===== config.mk =====
export PLATFORM = sky130hd
export DESIGN_NAME = hazard_ctrl
export DESIGN_NICKNAME = d
export VERILOG_FILES = /design/src/rtl/ctrl_encode_def.sv /design/src/rtl/sat_counter.sv /design/src/rtl/hazard_ctrl.sv
export SDC_FILE = /design/constraint.sdc
export NUM_CORES = 1
export LEC_CHECK = 0
export ABC_AREA = 1
export CORE_UTILIZATION = 44
export DETAILED_ROUTE_END_ITERATION = 16
export PLACE_DENSITY_LB_ADDON = 0.08
export SLEW_MARGIN = 10
export SYNTH_ARGS = -nofsm -noshare
export SYNTH_HDL_FRONTEND = slang
export SYNTH_HIERARCHICAL = 1
export SYNTH_SLANG_ARGS = --single-unit

===== constraint.sdc =====
create_clock -name clk -period 1.49 [get_ports clk]
set_input_delay 0.2235 -clock clk [delete_from_list [all_inputs] [get_ports clk]]
set_output_delay 0.2235 -clock clk [all_outputs]
set_load 0.01 [all_outputs]

===== src/rtl/ctrl_encode_def.sv =====
// rtl/ctrl_encode_def.sv - shared encodings for branch outcome, next-PC select and hazard FSM state
package ctrl_encode_def;

  typedef enum logic [1:0] {
    NT_PCPLUS4     = 2'b00,
    NT_BRANCH      = 2'b01,
    NT_BRANCHWRONG = 2'b10,
    NT_JUMP        = 2'b11
  } nexttype_e;

  localparam logic [1:0] PCSRC_PC4     = 2'b00;
  localparam logic [1:0] PCSRC_JUMP    = 2'b01;
  localparam logic [1:0] PCSRC_IDEXPC4 = 2'b10;

  typedef enum logic [1:0] {
    S_IDLE   = 2'b00,
    S_LSTALL = 2'b01,
    S_MDBUSY = 2'b10
  } state_e;

  function automatic int max_int(input int a, input int b);
    return (a > b) ? a : b;
  endfunction

endpackage


===== src/rtl/sat_counter.sv =====
// rtl/sat_counter.sv - saturating event counter with synchronous clear
module sat_counter #(
  parameter int CNT_W = 16
) (
  input  logic             clk,
  input  logic             rstn,
  input  logic             clr,
  input  logic             inc,
  output logic [CNT_W-1:0] cnt
);

  always_ff @(posedge clk or negedge rstn) begin
    if (!rstn) begin
      cnt <= '0;
    end else if (clr) begin
      cnt <= '0;
    end else if (inc && (cnt != '1)) begin
      cnt <= cnt + CNT_W'(1);
    end
  end

endmodule


===== src/rtl/hazard_ctrl.sv =====
// rtl/hazard_ctrl.sv - pipeline hazard controller: redirect flushes, load-use stalls, mul/div occupancy
module hazard_ctrl
  import ctrl_encode_def::*;
#(
  parameter int REG_AW   = 5,
  parameter int LOAD_LAT = 1,
  parameter int MD_LAT   = 4,
  parameter int CNT_W    = 16
) (
  input  logic              clk,
  input  logic              rstn,
  input  logic [1:0]        nexttype,
  input  logic              idex_memread,
  input  logic [REG_AW-1:0] idex_rt,
  input  logic [REG_AW-1:0] ifid_rs,
  input  logic [REG_AW-1:0] ifid_rt,
  input  logic              ifid_use_rt,
  input  logic              md_start,
  input  logic              clr_stats,
  output logic              pc_write,
  output logic [1:0]        pc_src,
  output logic              ifid_stall,
  output logic              ifid_flush,
  output logic              idex_stall,
  output logic              idex_flush,
  output logic              exmem_flush,
  output logic              busy,
  output logic [CNT_W-1:0]  stall_cnt,
  output logic [CNT_W-1:0]  flush_cnt
);

  localparam int CW = $clog2(max_int(LOAD_LAT, MD_LAT) + 1);

  state_e        state, state_nxt;
  logic [CW-1:0] cnt, cnt_nxt;
  logic          load_haz;
  logic          redirect;

  // Register 0 is hardwired zero, so a load targeting it never creates a dependency.
  assign load_haz = idex_memread && (idex_rt != '0) &&
                    ((idex_rt == ifid_rs) || (ifid_use_rt && (idex_rt == ifid_rt)));
  assign redirect = (nexttype == NT_BRANCHWRONG) || (nexttype == NT_JUMP);

  always_ff @(posedge clk or negedge rstn) begin
    if (!rstn) begin
      state <= S_IDLE;
      cnt   <= '0;
    end else begin
      state <= state_nxt;
      cnt   <= cnt_nxt;
    end
  end

  always_comb begin
    state_nxt   = state;
    cnt_nxt     = cnt;
    pc_write    = 1'b1;
    pc_src      = PCSRC_PC4;
    ifid_stall  = 1'b0;
    ifid_flush  = 1'b0;
    idex_stall  = 1'b0;
    idex_flush  = 1'b0;
    exmem_flush = 1'b0;
    if (rstn) begin
      case (state)
        S_IDLE: begin
          if (redirect) begin
            pc_src     = (nexttype == NT_JUMP) ? PCSRC_JUMP : PCSRC_IDEXPC4;
            ifid_flush = 1'b1;
            idex_flush = 1'b1;
          end else if (load_haz) begin
            // A coincident md_start is dropped here; EX re-presents it once the load clears.
            pc_write   = 1'b0;
            ifid_stall = 1'b1;
            idex_flush = 1'b1;
            if (LOAD_LAT > 1) begin
              state_nxt = S_LSTALL;
              cnt_nxt   = CW'(LOAD_LAT - 1);
            end
          end else if (md_start) begin
            state_nxt = S_MDBUSY;
            cnt_nxt   = CW'(MD_LAT - 1);
          end
        end
        S_LSTALL: begin
          pc_write   = 1'b0;
          ifid_stall = 1'b1;
          idex_flush = 1'b1;
          cnt_nxt    = cnt - CW'(1);
          if (cnt == CW'(1)) state_nxt = S_IDLE;
        end
        S_MDBUSY: begin
          pc_write    = 1'b0;
          ifid_stall  = 1'b1;
          idex_stall  = 1'b1;
          exmem_flush = 1'b1;
          cnt_nxt     = cnt - CW'(1);
          if (cnt == CW'(1)) state_nxt = S_IDLE;
        end
        default: begin
          state_nxt = S_IDLE;
          cnt_nxt   = '0;
        end
      endcase
    end
  end

  assign busy = (state != S_IDLE);

  sat_counter #(.CNT_W(CNT_W)) u_stall_cnt (
    .clk  (clk),
    .rstn (rstn),
    .clr  (clr_stats),
    .inc  (!pc_write),
    .cnt  (stall_cnt)
  );

  sat_counter #(.CNT_W(CNT_W)) u_flush_cnt (
    .clk  (clk),
    .rstn (rstn),
    .clr  (clr_stats),
    .inc  (ifid_flush),
    .cnt  (flush_cnt)
  );

endmodule


==> out/summary.md, run 1 <==
### Setup path
* 1.25 ns — Arrival @ worst endpoint
* 1.27 ns — required time of the critical path
* buffers and inverters — delay-heaviest family, CP
* primary output — crit end category
* 7 — cell count along the critical path
* primary input — critical path startpoint category
* 2 — CP Max Fanout
* idex_memread — startpoint of the most critical setup path
* u_flush_cnt/cnt[11] — launch point of the worst reg-to-reg path
* 0.45 ns — largest incremental delay on the critical path
* clkdlybuf4s50_1 > o21ai_1 > inv_1 > buf_4 > nand3_4 > a21oi_2 > buf_2 — Cell Chain, Critical Path
* 9 — depth of the most critical reg-to-reg path
* u_flush_cnt/cnt[11] — r2r endpoint
* in2out — category of the most critical setup path
* idex_flush — capturing element of the worst setup path
* clkdlybuf4s50_1 — slowest stage cell on the critical path
* 0.05 ns — setup slack on the worst flop-to-flop path
* 4 — worst path bufs/invs

### Cells and area
* 546 — post-layout net count
* 0 — number of antenna repair diodes
* 471 — # fillers
* 70.8% — final core area utilization
* 52.8% — Layout area overhead
* 3970 um^2 — summed area of non-filler cells in the final layout
* 29.6% — share of final-layout standard cells stronger than drive strength 1

### Synthesis
* 383 — instance count of the mapped netlist
* 0 — EDFF count, synth
* 28 — number of distinct standard cells referenced by the synthesized netlist
* nand2_1 — most frequent cell after synthesis
* 410 — number of nets in the synthesized netlist
* dfrtp_1, nand2_1, inv_1, nand4_1, nand3_1 — top cells by area, synth
* 2600 um^2 — Synth Cell Area
* 6.79 um^2 — average cell area after synthesis
* dfrtp_1 — main flop type after synthesis
* 6 — YS warnings
* nand2_1, inv_1, dfrtp_1, nor2_1, nand3_1 — most numerous cell types in the synthesized netlist
* dfrtp_1 — library cell occupying the most area in the post-synthesis netlist
* 34.7% — sequential area share after synthesis
* 34.7% — portion of synthesized cell area occupied by the leading cell type
* 100% — fraction of registers with async set or reset after synthesis
* 36 — flip-flop and latch count after synthesis

### Global route
* 24.0% — global-route usage over all layers
* 0 — overall overflow remaining after global route
* 23 — maximum number of pins on one net before global-route repair
* 11900 um — global-route wire length before repair
* 0 — initial antenna violation count
* 2742 — number of global-route vias before repair

### Clock tree
* clkbuf_8 — clock tree root buffer cell
* 0.29 ns — Clk Latency, worst-skew pair
* 2 — deepest clock path buffer count
* built — TritonCTS clock tree
* 0.08 ns — clock transition at the registers of the reported paths
* 5 — clock buffers created by TritonCTS
* 2 — H-tree level count
* 36 — total clock sinks

### Pwr
* 665 nW/um^2 — power per cell area
* 373 uV — maximum vdd drop
* 0.00264 W — Tot Pwr
* 2.24 nW — leak pwr

### Flow run
* 0 — maxcap violations

### Timing
* 0.479 ns — Worst Hold Slack
* 0 — number of hold violations in the final report
* 681 MHz — highest clock rate
* 98.6% — period utilisation layout
* 0 — Slew Viols, Final
* true — unrepaired setup endpoints after global routing
* 0 ns — setup TNS after final layout
* 1.47 ns — min Tclk post-route
* 0.00530 ns — largest clock skew in the final design
* 0.297 ns — transition time of the tightest slew-check pin
* 80.2% — headroom to the max-slew limit
* 0 — Final setup violation count

### Place
* 4910 um — Detailed Place HPWL
* 0.856 — routability congestion estimate
* 3600 um^2 — Placed Instance Area
* 63 — Port Buffer Count

### Floorplan
* 78.9 um — vertical die dimension
* 78.9 um — horizontal die dimension
* 27 — Placement Rows
* 64 — I/O pin total
* 5610 um^2 — Floorplan Core Area
* 6220 um^2 — floorplan die area
* 46.3% — Initial Utilization

### Detailed routing
* 143 — number of violations reported at the end of detailed-routing iteration 0
* 0 — count of unresolved DRC violations after routing
* 4 — Initial DRT Pass Iterations
* 0 — Post-DRT Antenna Nets
* 12.2 um — WL per Instance
* 7200 um — sum of routed wire length over all layers
* 4.82 — post-DR vias/cell
* 2853 — detailed-route via count

### Status
* finished clean — outcome

### Hold path
* in2reg — Hold Path Class
* 5 — cell count of the worst hold path

[metal layers]
layer  routed length [um]  GRT usage (%)
met1                 3270           28.6
met2                 3580           43.6
met3                  298           4.60
met4                   58           6.73
met5                    0              0
[final cells by class]
cell class              count  area, um^2  share of cell area, %
clock buffers               5        68.8                   1.73
repair inverters            1        11.3                  0.284
inverters                  47         199                   5.01
repair buffers            135        1110                   28.0
flip-flops and latches     36         903                   22.8
multi-input cells         293        1540                   38.9
well taps                  72        90.1                   2.27
clock inverters             3        42.5                   1.07
[kinds of logic (layout without fill, tap and decap cells)]
group	count (synthesis)	in the layout	synth area share, %
AOI/OAI and AO/OA	19	19	4.91
xor gates and xnor gates	12	12	4.04
adders and majority gates	4	4	1.93
buffers and inverters	54	191	9.48
DFF	36	36	34.7
and+or+nand+nor	258	258	45.0
[state kept, by name (all words and copies together), names as in the netlist]
signal           cells
state                1
u_flush_cnt/cnt     16
cnt                  3
u_stall_cnt/cnt     16
[worst min path at each step]
| stage | slack [ns] | endpoint | start |
|---|---|---|---|
| CTS | 0.45 | cnt[0] | rstn |
| floorplan | -0.07 | cnt[0] | rstn |
| global route | 0.51 | cnt[0] | rstn |
| finish | 0.48 | cnt[0] | rstn |
| detailed placement | 0.28 | state[1] | rstn |
| global placement | 0.29 | state[1] | rstn |
[layout by cell type (no fill, tap or decap), drive strengths merged]
master / count
a21oi: 4
and3: 1
buf: 80
bufinv: 1
clkbuf: 16
clkdlybuf4s15: 4
clkdlybuf4s50: 14
clkinv: 2
clkinvlp: 1
dfrtp: 36
dlygate4sd2: 18
dlygate4sd3: 2
dlymetal6s2s: 6
ha: 4
inv: 47
nand2: 159
nand3: 29
nand4: 22
nor2: 40
nor3: 4
nor3b: 1
o21ai: 11
o21bai: 4
or2: 2
xnor2: 6
xor2: 6
[where the power goes]
part           leakage (nW)  total [W]  internal, W  switching [W]
clock network        0.0541   0.000878     0.000495       0.000383
registers             0.493    0.00108      0.00103      0.0000437
logic                  1.69   0.000687     0.000309       0.000378
[worst register-to-register path: stages, from the launching register on]
cell and delay, ns:
dfrtp_1 0.40, buf_6 0.12, nand2_1 0.05, nor2_2 0.14, nand2_2 0.10, o21ai_4 0.19
nand2_4 0.14, inv_8 0.12, nand2_1 0.05, nand2_1 0.06
[stage by stage]
step / setup slack (ns) / cells
detailed placement: -0.717 / 553
finish: 0.0213 / 592
global route: -0.0775 / 592
floorplan: -0.0211 / 383
global placement: -0.677 / 553
CTS: -0.0108 / 582
[repair_timing]
action                     4_1_cts  5_1_grt
pin swaps                       13       24
hold buffers                     2        0
hold endpoints to repair        14        0
resized for setup               80       66
setup endpoints to repair       57       47
gates cloned                     0        1
setup buffers                   19        9
Power figures use the tool's default switching activity.
==> run 2: changes to the inputs <==
--- a/config.mk
+++ b/config.mk
@@ -8,6 +8,7 @@
 export ABC_AREA = 1
 export CORE_UTILIZATION = 44
 export DETAILED_ROUTE_END_ITERATION = 16
+export GPL_ROUTABILITY_DRIVEN = 0
 export PLACE_DENSITY_LB_ADDON = 0.08
 export SLEW_MARGIN = 10
 export SYNTH_ARGS = -nofsm -noshare
==> results of run 2 <==
The final DEF is identical to that of run 1; final timing and power are the same.
==> run 3: changes to the inputs <==
--- a/config.mk
+++ b/config.mk
@@ -6,6 +6,7 @@
 export NUM_CORES = 1
 export LEC_CHECK = 0
 export ABC_AREA = 1
+export CORE_MARGIN = 2
 export CORE_UTILIZATION = 44
 export DETAILED_ROUTE_END_ITERATION = 16
 export GPL_ROUTABILITY_DRIVEN = 0
==> out/summary.md, run 3 (synthesized netlist as in run 1, its figures left out) <==
### Status
* finished, violations left — outcome
* negative hold slack — failing checks

### Hold path
* in2async — Hold Path Class

### Timing
* 4 — number of hold violations in the final report
* 1.47 ns — min Tclk post-route
* 0 ns — setup TNS after final layout
* 0.0244 ns — final worst setup slack
* 0.0104 ns — largest clock skew in the final design
* 98.4% — period utilisation layout
* 682 MHz — highest clock rate
* -0.00529 ns — Worst Hold Slack
* 63.9% — headroom to the max-slew limit
* true — unrepaired setup endpoints after global routing
* 0.540 ns — transition time of the tightest slew-check pin
* 0 — Final setup violation count
* 0 — Slew Viols, Final

### Cells and area
* 0 — number of antenna repair diodes
* 479 — # fillers
* 60.3% — Layout area overhead
* 74.3% — final core area utilization
* 36.2% — share of final-layout standard cells stronger than drive strength 1
* nand2_1, buf_4, inv_1 — most frequent cells in the layout
* u_flush_cnt/cnt: 16 flops, u_stall_cnt/cnt: 16 flops, cnt: 3 flops — largest registers ranked by flip-flop count
* 548 — post-layout net count
* 4170 um^2 — summed area of non-filler cells in the final layout
* nand2_1 — most common library cell in the layout ignoring fill and taps

### Place
* 63 — Port Buffer Count
* 3600 um^2 — Placed Instance Area
* -0.732 ns — worst slack at placement
* 5160 um — Detailed Place HPWL

### Global route
* 0 — overall overflow remaining after global route
* 2746 — number of global-route vias before repair
* 12000 um — global-route wire length before repair
* 23.4% — global-route usage over all layers
* 17 — maximum number of pins on one net before global-route repair
* 0 — initial antenna violation count

### Detailed routing
* 183 — number of violations reported at the end of detailed-routing iteration 0
* 0 — Post-DRT Antenna Nets
* 4 — Initial DRT Pass Iterations
* 2976 — detailed-route via count
* 7840 um — sum of routed wire length over all layers
* 5.01 — post-DR vias/cell
* 0 — count of unresolved DRC violations after routing
* 13.2 um — WL per Instance

### Clock tree
* 5 — clock buffers created by TritonCTS
* 36 — total clock sinks
* 2 — deepest clock path buffer count
* 0.29 ns — Clk Latency, worst-skew pair
* 0.08 ns — clock transition at the registers of the reported paths
* built — TritonCTS clock tree
* 2 — H-tree level count
* clkbuf_8 — clock tree root buffer cell

### Setup path
* 1.27 ns — required time of the critical path
* 1.24 ns — Arrival @ worst endpoint
* primary output — crit end category
* 4 — CP Max Fanout
* flip-flop — critical path startpoint category
* reg2out — category of the most critical setup path

### Pwr
* 40.0% — sequential cell fraction of total power
* 2.38 nW — leak pwr
* 647 nW/um^2 — power per cell area
* 31.9% — part of the total power dissipated in the clock network
* 0.000822 W — net switching power of the design
* 30.5% — fraction of power spent switching nets
* 28.1% — Comb power frac
* 632 uV — maximum vdd drop
* 0.00187 W — internal power contribution

### Floorplan
* 80.9 um — horizontal die dimension
* 80.9 um — vertical die dimension
* 27 — Placement Rows
* 46.3% — Initial Utilization
* 5610 um^2 — Floorplan Core Area
* 64 — I/O pin total
* 6540 um^2 — floorplan die area

### Flow run
* 0 — maxcap violations

==> run 3: cell count changes in the layout (fill, tap and decap cells not counted), moves of 4 or more <==
cell and change:
nand2_1 -21, nand2_2 +15, buf_6 +7, nor2_1 -7, nand2_4 +6, nor2_2 +6
clkbuf_2 -4, clkdlybuf4s50_1 -4
==> run 3: layer usage <==
| metal | routed length (um) | share of wire [%] | global-route usage, % |
|---|---|---|---|
| met4 | 149 | 1.9 | 5.25 |
| met5 | 0 | 0 | 0 |
| met3 | 419 | 5.3 | 5.22 |
| met2 | 3970 | 51 | 42.2 |
| met1 | 3300 | 42 | 28.5 |
==> run 3: final timing paths <==
check / startpoint / end / slack [ns] / cells after the start
worst max-delay path: state[1] / exmem_flush / 0.02 / 4
worst min-delay path: rstn / state[1] / -0.005 / 2
worst max register to register: u_stall_cnt/cnt[7] / u_stall_cnt/cnt[6] / 0.03 / 9
worst min register to register: cnt[1] / cnt[1] / 0.48 / 2
max in group asynchronous: rstn / u_flush_cnt/cnt[1] / 0.45 / 3
min in group clk: rstn / cnt[0] / 0.46 / 5
==> run 3: worst max-delay path: stages, from the launching register on <==
cell and delay [ns]:
dfrtp_1 0.39, buf_4 0.15, nand2_2 0.08, inv_1 0.05, dlygate4sd2_1 0.27
==> run 3: what timing repair did <==
action | CTS | global route
cloned | 0 | 3
gates resized for setup | 74 | 130
pin swaps | 12 | 37
setup endpoints to repair | 57 | 51
endpoints found under the hold margin | 20 | 0
setup buffers | 19 | 9
hold buffers | 2 | 0
==> run 3: cell type report <==
| class | count | area (um^2) | share of cell area (%) |
|---|---|---|---|
| Clock buffer | 6 | 72.6 | 1.74 |
| Clock inverter | 2 | 35.0 | 0.841 |
| Inverter | 47 | 204 | 4.89 |
| Multi-Input combinational cell | 293 | 1670 | 40.0 |
| Sequential cell | 36 | 907 | 21.8 |
| Tap cell | 72 | 90.1 | 2.16 |
| Timing Repair Buffer | 136 | 1170 | 28.1 |
| Timing Repair inverter | 2 | 20.0 | 0.480 |
==> run 3: stage by stage <==
stage	instances	total power, W
after floorplan	383	0.00147
after global placement	554	0.00175
after detailed placement	554	0.00176
after CTS	583	0.00263
after global routing	594	0.00284
final	594	0.00269
==> run 3: power by group through the flow <==
stage	Clock (W)	Combinational, W	Sequential [W]
finish	0.000859	0.000756	0.00108
global route	0.000925	0.000830	0.00109
CTS	0.000879	0.000673	0.00107
detailed placement	0	0.000668	0.00109
global placement	0	0.000657	0.00109
floorplan	0	0.000369	0.00110
